File: config.mk
export PLATFORM = sky130hd
export DESIGN_NAME = muldiv_unit_flat
export DESIGN_NICKNAME = d
export VERILOG_FILES = /design/src/rtl/muldiv_unit_pkg.sv /design/src/rtl/muldiv_unit_if.sv /design/src/rtl/muldiv_unit_divu_step.sv /design/src/rtl/muldiv_unit.sv /design/src/flat_wrapper.sv
export SDC_FILE = /design/constraint.sdc
export NUM_CORES = 1
export LEC_CHECK = 0
export CAP_MARGIN = 10
export CORE_UTILIZATION = 30
export DETAILED_ROUTE_END_ITERATION = 10
export SYNTH_ARGS = -nofsm -noshare
export SYNTH_HDL_FRONTEND = slang
export SYNTH_HIERARCHICAL = 1
export SYNTH_SLANG_ARGS = --single-unit
File: constraint.sdc
create_clock -name clk -period 6.6 [get_ports clk]
set_input_delay 1.32 -clock clk [delete_from_list [all_inputs] [get_ports clk]]
set_output_delay 1.32 -clock clk [all_outputs]
set_load 0.1 [all_outputs]
File: src/rtl/muldiv_unit_pkg.sv
`default_nettype none


package control_signals;
    typedef enum logic {
        MD_MULTU = 1'b0,
        MD_DIVU  = 1'b1
    } muldiv_op_t;

    typedef enum logic [1:0] {
        IDLE = 2'd0,
        MUL  = 2'd1,
        DIV  = 2'd2
    } muldiv_state_t;
endpackage

`default_nettype wire

File: src/rtl/muldiv_unit_if.sv
`default_nettype none
// ============================================================================
// Interface : muldiv_unit_if
// Issue/result bundle between the execute stage and the multiply/divide unit.
// Rev       : 1.0  initial release
// ============================================================================

interface muldiv_unit_if
    import control_signals::*;
#(
    parameter int WIDTH = 32
);
    logic             start;
    muldiv_op_t       op;
    logic [WIDTH-1:0] a;
    logic [WIDTH-1:0] b;
    logic             mf_req;
    logic [WIDTH-1:0] hi;
    logic [WIDTH-1:0] lo;
    logic             busy;
    logic             done;
    logic             stall;

    modport master (
        output start, op, a, b, mf_req,
        input  hi, lo, busy, done, stall
    );

    modport slave (
        input  start, op, a, b, mf_req,
        output hi, lo, busy, done, stall
    );
endinterface

`default_nettype wire

File: src/rtl/muldiv_unit_divu_step.sv
`default_nettype none
// ============================================================================
// Module : divu_step
// One combinational restoring-division step on a {rem, quotient} pair.
// Rev    : 1.0  initial release
// ============================================================================

module divu_step #(
    parameter int WIDTH = 32
) (
    input  logic [WIDTH-1:0] rem,
    input  logic [WIDTH-1:0] quotient,
    input  logic [WIDTH-1:0] divisor,
    output logic [WIDTH-1:0] rem_next,
    output logic [WIDTH-1:0] quotient_next
);
    logic [WIDTH:0] w_shift;
    logic [WIDTH:0] w_diff;
    logic           w_fits;

    // rem < divisor always holds, so the shifted value is below 2*divisor
    // and a successful difference fits back into WIDTH bits.
    assign w_shift = {rem, quotient[WIDTH-1]};
    assign w_diff  = w_shift - {1'b0, divisor};
    assign w_fits  = ~w_diff[WIDTH];

    assign rem_next      = w_fits ? w_diff[WIDTH-1:0] : w_shift[WIDTH-1:0];
    assign quotient_next = {quotient[WIDTH-2:0], w_fits};
endmodule

`default_nettype wire

File: src/rtl/muldiv_unit.sv
`default_nettype none
// ============================================================================
// Module : muldiv_unit
// Iterative unsigned MULTU/DIVU with HI/LO; MULDIV_FAST_MULT_EN selects a
// single-cycle multiplier for MULTU.
// Rev    : 1.0  initial release
// ============================================================================

module muldiv_unit
    import control_signals::*;
#(
    parameter int WIDTH = 32
) (
    input  logic         clk,
    input  logic         rst_n,
    muldiv_unit_if.slave bus
);
    localparam int               CNT_W      = $clog2(WIDTH);
    localparam logic [CNT_W-1:0] c_cnt_last = CNT_W'(WIDTH - 1);
    localparam logic [CNT_W-1:0] c_cnt_one  = CNT_W'(1);

    muldiv_state_t    r_state;
    logic [CNT_W-1:0] r_cnt;
    logic [2*WIDTH:0] r_acc;
    logic [WIDTH-1:0] r_b;
    logic [WIDTH-1:0] r_hi;
    logic [WIDTH-1:0] r_lo;
    logic             r_busy;
    logic             r_done;

    logic [WIDTH:0]   w_mul_upper;
    logic [2*WIDTH:0] w_mul_next;
    logic [WIDTH-1:0] w_div_rem;
    logic [WIDTH-1:0] w_div_quo;

    // Shift-add: multiplier sits in the low half, partial product in the upper.
    assign w_mul_upper = r_acc[2*WIDTH:WIDTH] + (r_acc[0] ? {1'b0, r_b} : '0);
    assign w_mul_next  = {1'b0, w_mul_upper, r_acc[WIDTH-1:1]};

    divu_step #(
        .WIDTH (WIDTH)
    ) u_divu_step (
        .rem           (r_acc[2*WIDTH-1:WIDTH]),
        .quotient      (r_acc[WIDTH-1:0]),
        .divisor       (r_b),
        .rem_next      (w_div_rem),
        .quotient_next (w_div_quo)
    );

`ifdef MULDIV_FAST_MULT_EN
    logic [2*WIDTH-1:0] w_fast_prod;
    assign w_fast_prod = {{WIDTH{1'b0}}, bus.a} * {{WIDTH{1'b0}}, bus.b};
`endif

    always_ff @(posedge clk or negedge rst_n) begin
        if (!rst_n) begin
            r_state <= IDLE;
            r_cnt   <= '0;
            r_acc   <= '0;
            r_b     <= '0;
            r_hi    <= '0;
            r_lo    <= '0;
            r_busy  <= 1'b0;
            r_done  <= 1'b0;
        end else begin
            r_done <= 1'b0;
            case (r_state)
                IDLE: begin
                    if (bus.start) begin
                        if (bus.op == MD_DIVU) begin
                            // A zero divisor runs a single DIV cycle that writes the fixed result.
                            r_acc   <= {{(WIDTH+1){1'b0}}, bus.a};
                            r_b     <= bus.b;
                            r_cnt   <= (bus.b == '0) ? '0 : c_cnt_last;
                            r_state <= DIV;
                            r_busy  <= 1'b1;
                        end else begin
`ifdef MULDIV_FAST_MULT_EN
                            r_hi   <= w_fast_prod[2*WIDTH-1:WIDTH];
                            r_lo   <= w_fast_prod[WIDTH-1:0];
                            r_done <= 1'b1;
`else
                            r_acc   <= {{(WIDTH+1){1'b0}}, bus.a};
                            r_b     <= bus.b;
                            r_cnt   <= c_cnt_last;
                            r_state <= MUL;
                            r_busy  <= 1'b1;
`endif
                        end
                    end
                end
                MUL: begin
                    r_acc <= w_mul_next;
                    if (r_cnt == '0) begin
                        r_hi    <= w_mul_next[2*WIDTH-1:WIDTH];
                        r_lo    <= w_mul_next[WIDTH-1:0];
                        r_done  <= 1'b1;
                        r_busy  <= 1'b0;
                        r_state <= IDLE;
                    end else begin
                        r_cnt <= r_cnt - c_cnt_one;
                    end
                end
                DIV: begin
                    if (r_b == '0) begin
                        r_hi    <= r_acc[WIDTH-1:0];
                        r_lo    <= '1;
                        r_done  <= 1'b1;
                        r_busy  <= 1'b0;
                        r_state <= IDLE;
                    end else begin
                        r_acc <= {1'b0, w_div_rem, w_div_quo};
                        if (r_cnt == '0) begin
                            r_hi    <= w_div_rem;
                            r_lo    <= w_div_quo;
                            r_done  <= 1'b1;
                            r_busy  <= 1'b0;
                            r_state <= IDLE;
                        end else begin
                            r_cnt <= r_cnt - c_cnt_one;
                        end
                    end
                end
                default: begin
                    r_state <= IDLE;
                    r_busy  <= 1'b0;
                end
            endcase
        end
    end

    assign bus.hi    = r_hi;
    assign bus.lo    = r_lo;
    assign bus.busy  = r_busy;
    assign bus.done  = r_done;
    assign bus.stall = r_busy & (bus.start | bus.mf_req);
endmodule

`default_nettype wire

File: src/flat_wrapper.sv
// flat-port wrapper written by rule: the top's interface ports become plain ports
module muldiv_unit_flat import control_signals::*;
#(
    parameter int WIDTH = 32
)
  (clk, rst_n, bus_start, bus_op, bus_a, bus_b, bus_mf_req, bus_hi, bus_lo, bus_busy, bus_done, bus_stall);
  muldiv_unit_if #(.WIDTH(WIDTH)) bus_i ();
  input  logic clk;
  input  logic rst_n;
  input wire logic [$bits(bus_i.start)-1:0] bus_start;
  input wire logic [$bits(bus_i.op)-1:0] bus_op;
  input wire logic [$bits(bus_i.a)-1:0] bus_a;
  input wire logic [$bits(bus_i.b)-1:0] bus_b;
  input wire logic [$bits(bus_i.mf_req)-1:0] bus_mf_req;
  output wire logic [$bits(bus_i.hi)-1:0] bus_hi;
  output wire logic [$bits(bus_i.lo)-1:0] bus_lo;
  output wire logic [$bits(bus_i.busy)-1:0] bus_busy;
  output wire logic [$bits(bus_i.done)-1:0] bus_done;
  output wire logic [$bits(bus_i.stall)-1:0] bus_stall;
  assign bus_i.start = bus_start;
  assign bus_i.op = bus_op;
  assign bus_i.a = bus_a;
  assign bus_i.b = bus_b;
  assign bus_i.mf_req = bus_mf_req;
  assign bus_hi = bus_i.hi;
  assign bus_lo = bus_i.lo;
  assign bus_busy = bus_i.busy;
  assign bus_done = bus_i.done;
  assign bus_stall = bus_i.stall;
  muldiv_unit #(.WIDTH(WIDTH)) u_core (.clk(clk), .rst_n(rst_n), .bus(bus_i));
endmodule
* Yosys cells after proc, flatten, opt, wreduce, memory -nomap -nowiden
Cells that the tools add are included.
** Word-level totals
- Flip-flop bits (word level) :: 170
- Input bits :: 69
- Word-level logic and storage cells :: 60
** Cells by class
- Add/subtract/negate cells :: 3
- Eq/ne operators :: 6
- Muxes and demuxes :: 31
- Bitwise logic cells :: 3
- Reductions and logical operators :: 9
** Operator list (number)
- $mux 32 :: 8
- $pmux 65 s3 :: 1
- $mux 65 :: 2
- $pmux 32 s2 :: 2
- $logic_not 32->1 :: 2
- $add 33x33->33 :: 1
- $sub 33x32->33 :: 1
- $mux 5 :: 5
- $pmux 5 s3 :: 1
- $mux 2 :: 4
- $pmux 2 s3 :: 1
- $reduce_and 3->1 :: 2
- $logic_not 5->1 :: 1
- $mux 1 :: 5
- $sub 5x1->5 const B :: 1
- $ne 2x2->1 const B :: 2
- $ne 3x1->1 const B :: 1
- $pmux 1 s3 :: 1
- $reduce_bool 3->1 :: 1
- $eq 2x1->1 const B :: 1
- $eq 2x2->1 const B :: 1
- $logic_not 2->1 :: 1
- $ne 2x1->1 const B :: 1
- $pmux 1 s2 :: 1
- 5 further kinds :: 5

* Depth between registers and ports, before layout
Gate-level depths: netlist (run 1).
- Depth after elaboration :: 5
- Mapped depth :: 19

* Modules after synthesis
The synthesis (run 1) kept the hierarchy.
** By module, submodules not included
- muldiv_unit :: instances 1, cells each 1126, area an instance 10143.5 µm², sequential area each 4229.1 µm²
- divu_step :: instances 1, cells each 337, area an instance 2598.7 µm², sequential area each 0.0 µm²

* Least setup slack after synthesis (run 1)
Ideal clock, no wire load.
- Path kind :: input to output
- Start :: input bus_start
- End :: output bus_stall
- Data arrival time :: 2.607 ns
- Path slack :: 2.673 ns
- Stages on the path :: 2
- Buffers on the path :: 0
- Cells stage by stage :: nor2_1 nor2_1
** On the way
- Cells in the longest elaborated chain, start to end :: 2
** RTL lines
- start, declared :: line flat_wrapper.sv:10 : input wire logic [$bits(bus_i.start)-1:0] bus_start;
- $or 1x1->1 :: line muldiv_unit.sv:136 : assign bus.stall = r_busy & (bus.start | bus.mf_req);
- $and 1x1->1 :: line muldiv_unit.sv:136
- end, declared :: line flat_wrapper.sv:19 : output wire logic [$bits(bus_i.stall)-1:0] bus_stall;
Every way passes these cells.

* Worst setup path after layout (run 1)
Ends and elaborated chain as after synthesis.

==> out/results.env, run 1 <==
CTS.SINK_COUNT=169
H_TREE_LEVEL_COUNT=4
NETSWITCHINGPOWER_mW=4.47
GPL.FINAL_WEIGHTED_CONGESTION=0.936
CELLPOWERDENSITY_nW_PER_UM2=576
SLEW-LIMIT-HEADROOM=0.325
REQUIRED_PS=5280
POSTSYNTHNETCOUNT=1603
INTPOWER_mW=4.07
DP.FINAL_HPWL_UM=29700
DRIVE_ABOVE_1_SHARE=0.0874
SYNTH-SEQ-AREA-SHARE=0.332
FINAL_HOLD_VIOL_COUNT=0
SYNTH_CELLS=1463
POWER_FRAC_CLOCK=0.122
CTS_BUFFER_COUNT=17
GRT_MOST_USED_LAYER='met1'
AVGROUTEDWIREPERCELL_UM=19.7
SYNTHESIS_TO_FINISH_AREA_GROWTH_PCT=16.3
DESIGN.PORTCOUNT=136
SYNTH_CELL_AREA_SQ_UM=12700
SLEW_VIOL_FINAL=0
ANTENNA_VIOLATIONS_BEFORE_REPAIR=0
COUNT_OF_WARNINGS_EMITTED_BY_YOSYS=6
P_COMB_FRAC=0.643
ANTENNA-DIODE-COUNT=0
LEAKAGEPOWER_nW=6.20
WORSTMARGINPINSLEW_PS=1010
PLACE.PORT_BUFFERS=135
CTS_TREE='yes'
DIE_Y_UM=208
PLACEMENTROWS=75
CLOCK_TREE.BUFFER_DEPTH=2
POST_CTS_HOLD_BUFFER_COUNT=0
SYNTH-SEQ-CELLS=169
YS_ASYNC_SR_FRACTION=1.00
WIRELENGTH_UM=40500
CRIT_PATH_MAX_FANOUT=4
SYNTH_ENABLE_FLOP_CELLS=0
HIGHEST_ATTAINABLE_CLOCK_FREQUENCY_MHz=223
VIA_COUNT_OF_THE_FIRST_GLOBAL_ROUTING_PASS=10900
INITIAL_CELL_DENSITY_OF_THE_CORE=0.304
POWER.IR.VDD_WORST_V=0.000280
POWER_FRAC_SEQ=0.235
CP_DATA_ARRIVAL_TIME_PS=3170
GRT_FIRST_PASS_WIRELENGTH_UM=64100
GRT_MAX_DEGREE=87
GROUTE.LAYER.MET2.USAGE=0.274
POST_CTS_RESIZED=0
SYNTH_FLOP_CELL='dfrtp_1'
WORST-SETUP-PATH-TYPE='input pin to output port'
SETUP_TOTAL_NEG_SLACK_PS=0
COREAREA_SQ_UM=41900
BUFFERS_INSERTED_DURING_POST_CTS_SETUP_OPTIMIZATION=0
HOLD_PATH.CLASS='flip-flop to flip-flop'
GRTUSAGEMET3=0.0347
SYN_AVG_CELL_AREA_SQ_UM=8.71
CTSROOTBUFFERMASTER='clkbuf_16'
WORST_SKEW_PAIR.LATE_LATENCY_PS=450
MAX_CAPACITANCE_VIOLATION_COUNT=0
GRT.OVERFLOW.TOTAL=0
GRT.MET1_USAGE=0.281
ANT_NETS=0
FIN_WORST_SKEW_PS=9.63
DETAIL_ROUTE.VIAS_PER_CELL=5.54
TOTAL_DIE_AREA_SQ_UM=43300
CRIT_PATH_TIME_FINAL_PS=4490
LAYOUT_WORST_PATH_CYCLE_SHARE=0.681
REMAINING_DRC_ERRORS=0
CP-END-KIND='output port'
GRT_SETUP_UNREPAIRED='no'
SETUP_VIOL=0
START_KIND='input pin'
POST_SYNTH_NUM_CELL_TYPES=87
FINISH.NET_COUNT=1649
SW_FRAC_OF_TOTAL=0.523
POST-ROUTE-UTIL=0.353
RESULT_OF_THE_RUN='complete, no violations'
DETAIL_ROUTE.FIRST_PASS.ITERATIONS=5
ROUTED-VIA-COUNT=11400
CLK_PIN_SLEW_PS=70
DIEWIDTH_UM=208
DRT_ITER0_DRC=1020
GRT.TOTAL_USAGE=0.187
==> layer usage <==
layer  part of all wire  vias to the layer above  wire length [um]
li1                   -                     5426                 -
met1               0.50                     5529             20200
met2               0.42                      414             17200
met5                  0                        -                 0
met4              0.014                        0               571
met3              0.064                       36              2600
==> worst max-delay path: stages <==
cell and delay (ps):
clkdlybuf4s50_1 540, nor2_1 70, nor2_1 90, clkdlybuf4s50_1 1140
==> path summary, 6_finish.rpt <==
check / start / end / slack, ps / cells past startpoint
hold reg to reg: u_core/bus.lo[13] / u_core/bus.lo[13] / 480 / 2
max in group asynchronous: rst_n / u_core/r_cnt[4] / 4470 / 2
setup reg to reg: u_core/r_acc[31] / u_core/bus.hi[5] / 2360 / 17
hold / removal: u_core/bus.lo[13] / u_core/bus.lo[13] / 480 / 2
min in group asynchronous: rst_n / u_core/r_acc[25] / 890 / 1
setup / recovery: bus_start / bus_stall / 2110 / 4
==> cells in the mapped netlist, types with 8 or more instances <==
cell | count | area [sq um]
nand3_1 | 24 | 120
nand2_1 | 141 | 529
nor2_1 | 101 | 379
a22oi_1 | 13 | 97.6
a221oi_1 | 33 | 289
o22ai_1 | 16 | 100
nor3_1 | 29 | 145
xor2_1 | 26 | 228
mux2_2 | 38 | 428
nand4_1 | 11 | 68.8
nor3b_1 | 8 | 60.1
inv_1 | 46 | 173
a221o_1 | 9 | 90.1
o21a_1 | 11 | 82.6
mux2_4 | 19 | 285
a21oi_1 | 92 | 460
o31ai_1 | 42 | 315
or3_1 | 34 | 213
mux2i_1 | 39 | 390
a21o_1 | 28 | 210
and2_1 | 31 | 194
a31oi_1 | 10 | 62.6
o21ai_0 | 141 | 706
nor4_1 | 15 | 93.8
xnor2_1 | 29 | 254
dfrtp_1 | 169 | 4230
buf_4 | 39 | 293
clkbuf_1 | 64 | 240
ha_1 | 69 | 863
nor2b_1 | 8 | 50.1
and3_1 | 17 | 106
==> placed cells by master (no fill, tap or decap), types with 19 or more instances in the layout <==
cell and count:
a21o_1 28, a21oi_1 92, a221oi_1 33, and2_1 31, clkdlybuf4s50_1 134, dfrtp_1 169, ha_1 67, inv_1 46
mux2_2 38, mux2_4 19, mux2i_1 39, nand2_1 141, nand3_1 24, nor2_1 99, nor3_1 29, o21ai_0 141
o31ai_1 42, or3_1 34, xnor2_1 29, xor2_1 26
==> power by group through the flow <==
stage | registers [mW] | logic, mW | clock network, mW
floorplan | 2.37 | 3.85 | 0
global placement | 2.00 | 5.36 | 0
detailed placement | 2.01 | 5.44 | 0
CTS | 1.99 | 5.45 | 1.07
global route | 2.05 | 5.96 | 1.11
finish | 2.00 | 5.49 | 1.04
==> metrics by stage <==
stage	setup slack [ps]	cell area, sq um	hold slack [ps]	total power, mW	instances
finish	2110	14800	482	8.53	2060
global route	1990	14800	511	9.13	2060
CTS	2100	14800	485	8.52	2060
detailed placement	2110	14200	471	7.44	2029
global placement	2110	14200	463	7.36	2029
floorplan	2670	12700	471	6.23	1463
==> cell type report <==
cell class	instances	area, sq um
multi-input combinational	1122	7670
sequential	169	4230
clock buffer	23	478
clock inverter	8	110
inverter	49	191
timing repair buffer	150	1470
fill	4295	27100
tap	539	674
==> cells by family after synthesis <==
kind of cell | after synthesis | synth area share
and+or+nand+nor | 442 | 0.167
buffers and inverters | 172 | 0.0701
muxes | 97 | 0.0884
DFF | 169 | 0.332
AOI/OAI and AO/OA | 457 | 0.234
adders and majority gates | 71 | 0.0709
xor gates and xnor gates | 55 | 0.0378
==> flip-flops by register name (all words and copies together) (netlist names) <==
name             flops
u_core/r_cnt         5
u_core/bus.lo       32
u_core/r_state       2
u_core/r_acc        64
u_core/r_b          32
u_core/bus.done      1
u_core/bus.hi       32
u_core/bus.busy      1
(Power assumes the default switching activity.)
==> inputs of run 2 (changes only) <==
==> constraint.sdc (replaced) <==
create_clock -name clk -period 4.35 [get_ports clk]
set_input_delay 0.87 -clock clk [delete_from_list [all_inputs] [get_ports clk]]
set_output_delay 0.87 -clock clk [all_outputs]
set_load 0.1 [all_outputs]
==> run 2 against run 1 <==
Hold slack got worse by 2.6 ps. Clock power rose by 60%. First-iteration DRC count grew 6.9%. Sequential power rose by 51%. Routed wire length increased by 5.5%. Count of clock-buffer cells in the layout down 6.
==> out/results.env, run 2 (same netlist as run 1, synthesis figures left out) <==
FINALHOLDWORSTSLACK_PS=480  # -2.62 ps
GRT_MAX_DEGREE=103  # +18%
CTS_BUFFER_COUNT=17  # unchanged
REMAINING_DRC_ERRORS=0  # unchanged
LAYOUT_WORST_PATH_CYCLE_SHARE=0.922
RESULT_OF_THE_RUN='complete, no violations'
CELLPOWERDENSITY_nW_PER_UM2=882  # +53%
DIEWIDTH_UM=208  # unchanged
SYNTHESIS_TO_FINISH_AREA_GROWTH_PCT=17.6
HIGHEST_ATTAINABLE_CLOCK_FREQUENCY_MHz=249
GRT.OVERFLOW.TOTAL=0  # unchanged
DRIVE_ABOVE_1_SHARE=0.101  # +0.0132
BUFFERS_INSERTED_DURING_POST_CTS_SETUP_OPTIMIZATION=0  # unchanged
CLOCK_TREE.BUFFER_DEPTH=2  # unchanged
PLACE.PORT_BUFFERS=135  # unchanged
LAYOUT_COMMON_CELLS='169 x dfrtp_1, 141 x nand2_1, 141 x o21ai_0, 133 x clkdlybuf4s50_1, 100 x nor2_1'
FINAL_HOLD_VIOL_COUNT=0  # unchanged
TIMING.REG2REG.SETUP_SLACK_PS=340  # -2020 ps
DIE_Y_UM=208  # unchanged
CTS_TREE='yes'
DRT_ITER0_DRC=1090  # +6.9%
REQUIRED_PS=4670  # -610 ps
POST_CTS_RESIZED=0  # unchanged
GRT.TOTAL_USAGE=0.199  # +0.0114
ANTENNA_VIOLATIONS_BEFORE_REPAIR=0  # unchanged
CLK_PIN_SLEW_PS=70  # about the same
SLEW_VIOL_FINAL=0  # unchanged
CRIT_PATH_MAX_FANOUT=25  # +21
LEAKAGEPOWER_nW=6.31  # +1.7%
MAX_CAPACITANCE_VIOLATION_COUNT=0  # unchanged
LARGEST_REGISTER_FF_COUNT=64  # unchanged
START_KIND='flip-flop'
AVGROUTEDWIREPERCELL_UM=20.6  # +4.5%
SETUP_VIOL=0  # unchanged
GRT_SETUP_UNREPAIRED='no'
PLACEMENTROWS=75  # unchanged
FINISH.NET_COUNT=1668  # +1.2%
POST-ROUTE-UTIL=0.357  # +0.00412
ANTENNA-DIODE-COUNT=0  # unchanged
CTS.SINK_COUNT=169  # unchanged
CRITICAL_PATH.REG2REG.STARTPOINT='u_core/r_acc[31]'
CRIT_CHAIN='inv_1, ha_1, fa_1, and2b_1, o2111ai_2, a21oi_2, o2111ai_1, a211oi_2, nor2_4, mux2i_4, and2_4, inv_8, mux2_2, mux2i_1, nor2_1, a21oi_1, o21ai_0'
DP.FINAL_HPWL_UM=31400  # +5.6%
FIN_WORST_SKEW_PS=16.9  # +7.26 ps
REGISTERS.TOP_BY_FF_COUNT='u_core/r_acc'
TOTAL_POWER_mW=13.2  # +55%
HOLDPATHEND='u_core/bus.lo[13]'
SLEW-LIMIT-HEADROOM=0.260  # -0.0654
DETAIL_ROUTE.FIRST_PASS.ITERATIONS=5  # unchanged
SETUP_TOTAL_NEG_SLACK_PS=0  # unchanged
HOLD_PATH.CLASS='flip-flop to flip-flop'
CP_DATA_ARRIVAL_TIME_PS=4330  # +1160 ps
CRIT_PATH_TIME_FINAL_PS=4010
HP-START='u_core/bus.lo[13]'
H_TREE_LEVEL_COUNT=4  # unchanged
POST_CTS_HOLD_BUFFER_COUNT=0  # unchanged
FINAL_CELLS=2079  # +0.92%
WORST-SETUP-PATH-TYPE='flip-flop to flip-flop'
WORST_SKEW_PAIR.LATE_LATENCY_PS=450  # about the same
PLACE.DETAILED.INSTANCES=2046  # +0.84%
CRITICAL_PATH.REG2REG.ENDPOINT='u_core/bus.hi[4]'
VIA_COUNT_OF_THE_FIRST_GLOBAL_ROUTING_PASS=11400  # +4.7%
WORSTMARGINPINSLEW_PS=1110  # +101 ps
CTSROOTBUFFERMASTER='clkbuf_16'
WIRELENGTH_UM=42800  # +5.5%
FF2FF_PATH_DEPTH=17  # unchanged
GPL.FINAL_WEIGHTED_CONGESTION=0.945  # +0.96%
ANT_NETS=0  # unchanged
TOTAL_DIE_AREA_SQ_UM=43300  # unchanged
CP-END-KIND='flip-flop'
GRT_FIRST_PASS_WIRELENGTH_UM=67400  # +5.2%
LAYOUT.CELLS.MOST_COMMON='dfrtp_1'
ROUTED-VIA-COUNT=11600  # +1.5%
DETAIL_ROUTE.VIAS_PER_CELL=5.57  # +0.53%
POWER.IR.VDD_WORST_V=0.000420  # +50%
COREAREA_SQ_UM=41900  # unchanged
DESIGN.PORTCOUNT=136  # unchanged
MIN_DELAY_PATH_DEPTH=2  # unchanged
TIMING.CRITICAL_PATH.SLOWEST_CELL_DELAY_PS=440  # -700 ps
CRIT_PATH_TOP_DELAY_CELL='dfrtp_1'
INITIAL_CELL_DENSITY_OF_THE_CORE=0.304  # unchanged
[run 2: cell types whose count changed in the layout (fill, tap and decap cells not counted), sizes merged]
| cell | before | now |
|---|---|---|
| buf | 16 | 36 |
| bufinv | 2 | 3 |
| clkbuf | 23 | 17 |
| clkdlybuf4s50 | 134 | 133 |
| clkinvlp | 2 | 3 |
| inv | 50 | 54 |
[run 2: stage by stage]
stage | instance area [sq um] | setup WS (ps)
after floorplan | 12700 | 678
after detailed placement | 14400 | 300
final | 15000 | 338
after global placement | 14400 | 420
after CTS | 15000 | 269
after global routing | 15000 | 92.8
[run 2: worst max path at each step]
stage / startpoint / cells after the start / end
6_report: u_core/r_acc[31] / 17 / u_core/bus.hi[4]
4_1_cts: u_core/r_acc[31] / 17 / u_core/bus.hi[18]
3_5_place_dp: u_core/r_acc[31] / 17 / u_core/bus.hi[18]
3_3_place_gp: u_core/r_acc[31] / 17 / u_core/bus.hi[18]
5_1_grt: u_core/r_acc[31] / 17 / u_core/bus.hi[18]
2_1_floorplan: u_core/r_acc[31] / 17 / u_core/r_acc[49]
[run 2: cell type report]
class | instances | area [sq um]
clock buffer | 17 | 425
clock inverter | 14 | 185
fill | 4292 | 27000
inverter | 49 | 191
multi-input combinational | 1122 | 7660
sequential | 169 | 4230
tap | 539 | 674
timing repair buffer | 169 | 1620
[run 2: routing by layer]
layer,GRT usage,up-vias,wire [um]
met1,0.294,5633,21000
met4,0.0562,0,825
met3,0.0343,41,2570
met5,0,-,0
met2,0.294,441,18300
li1,-,5456,-
[run 2: worst max-delay path: cells and delay by family, from the launching register on]
kind,cells,cell delay [ps]
AO/OA/AOI/OAI,6,1120
adder cells (fa/ha/maj),2,630
buffers and inverters,2,290
flip-flops,1,440
multiplexers,3,750
AND/OR/NAND/NOR,4,630
[run 2: power breakdown]
part           switching, mW  leakage, nW  internal [mW]
clock                  0.743        0.290          0.918
combinational           5.33         3.83           3.21
sequential             0.865         2.19           2.15
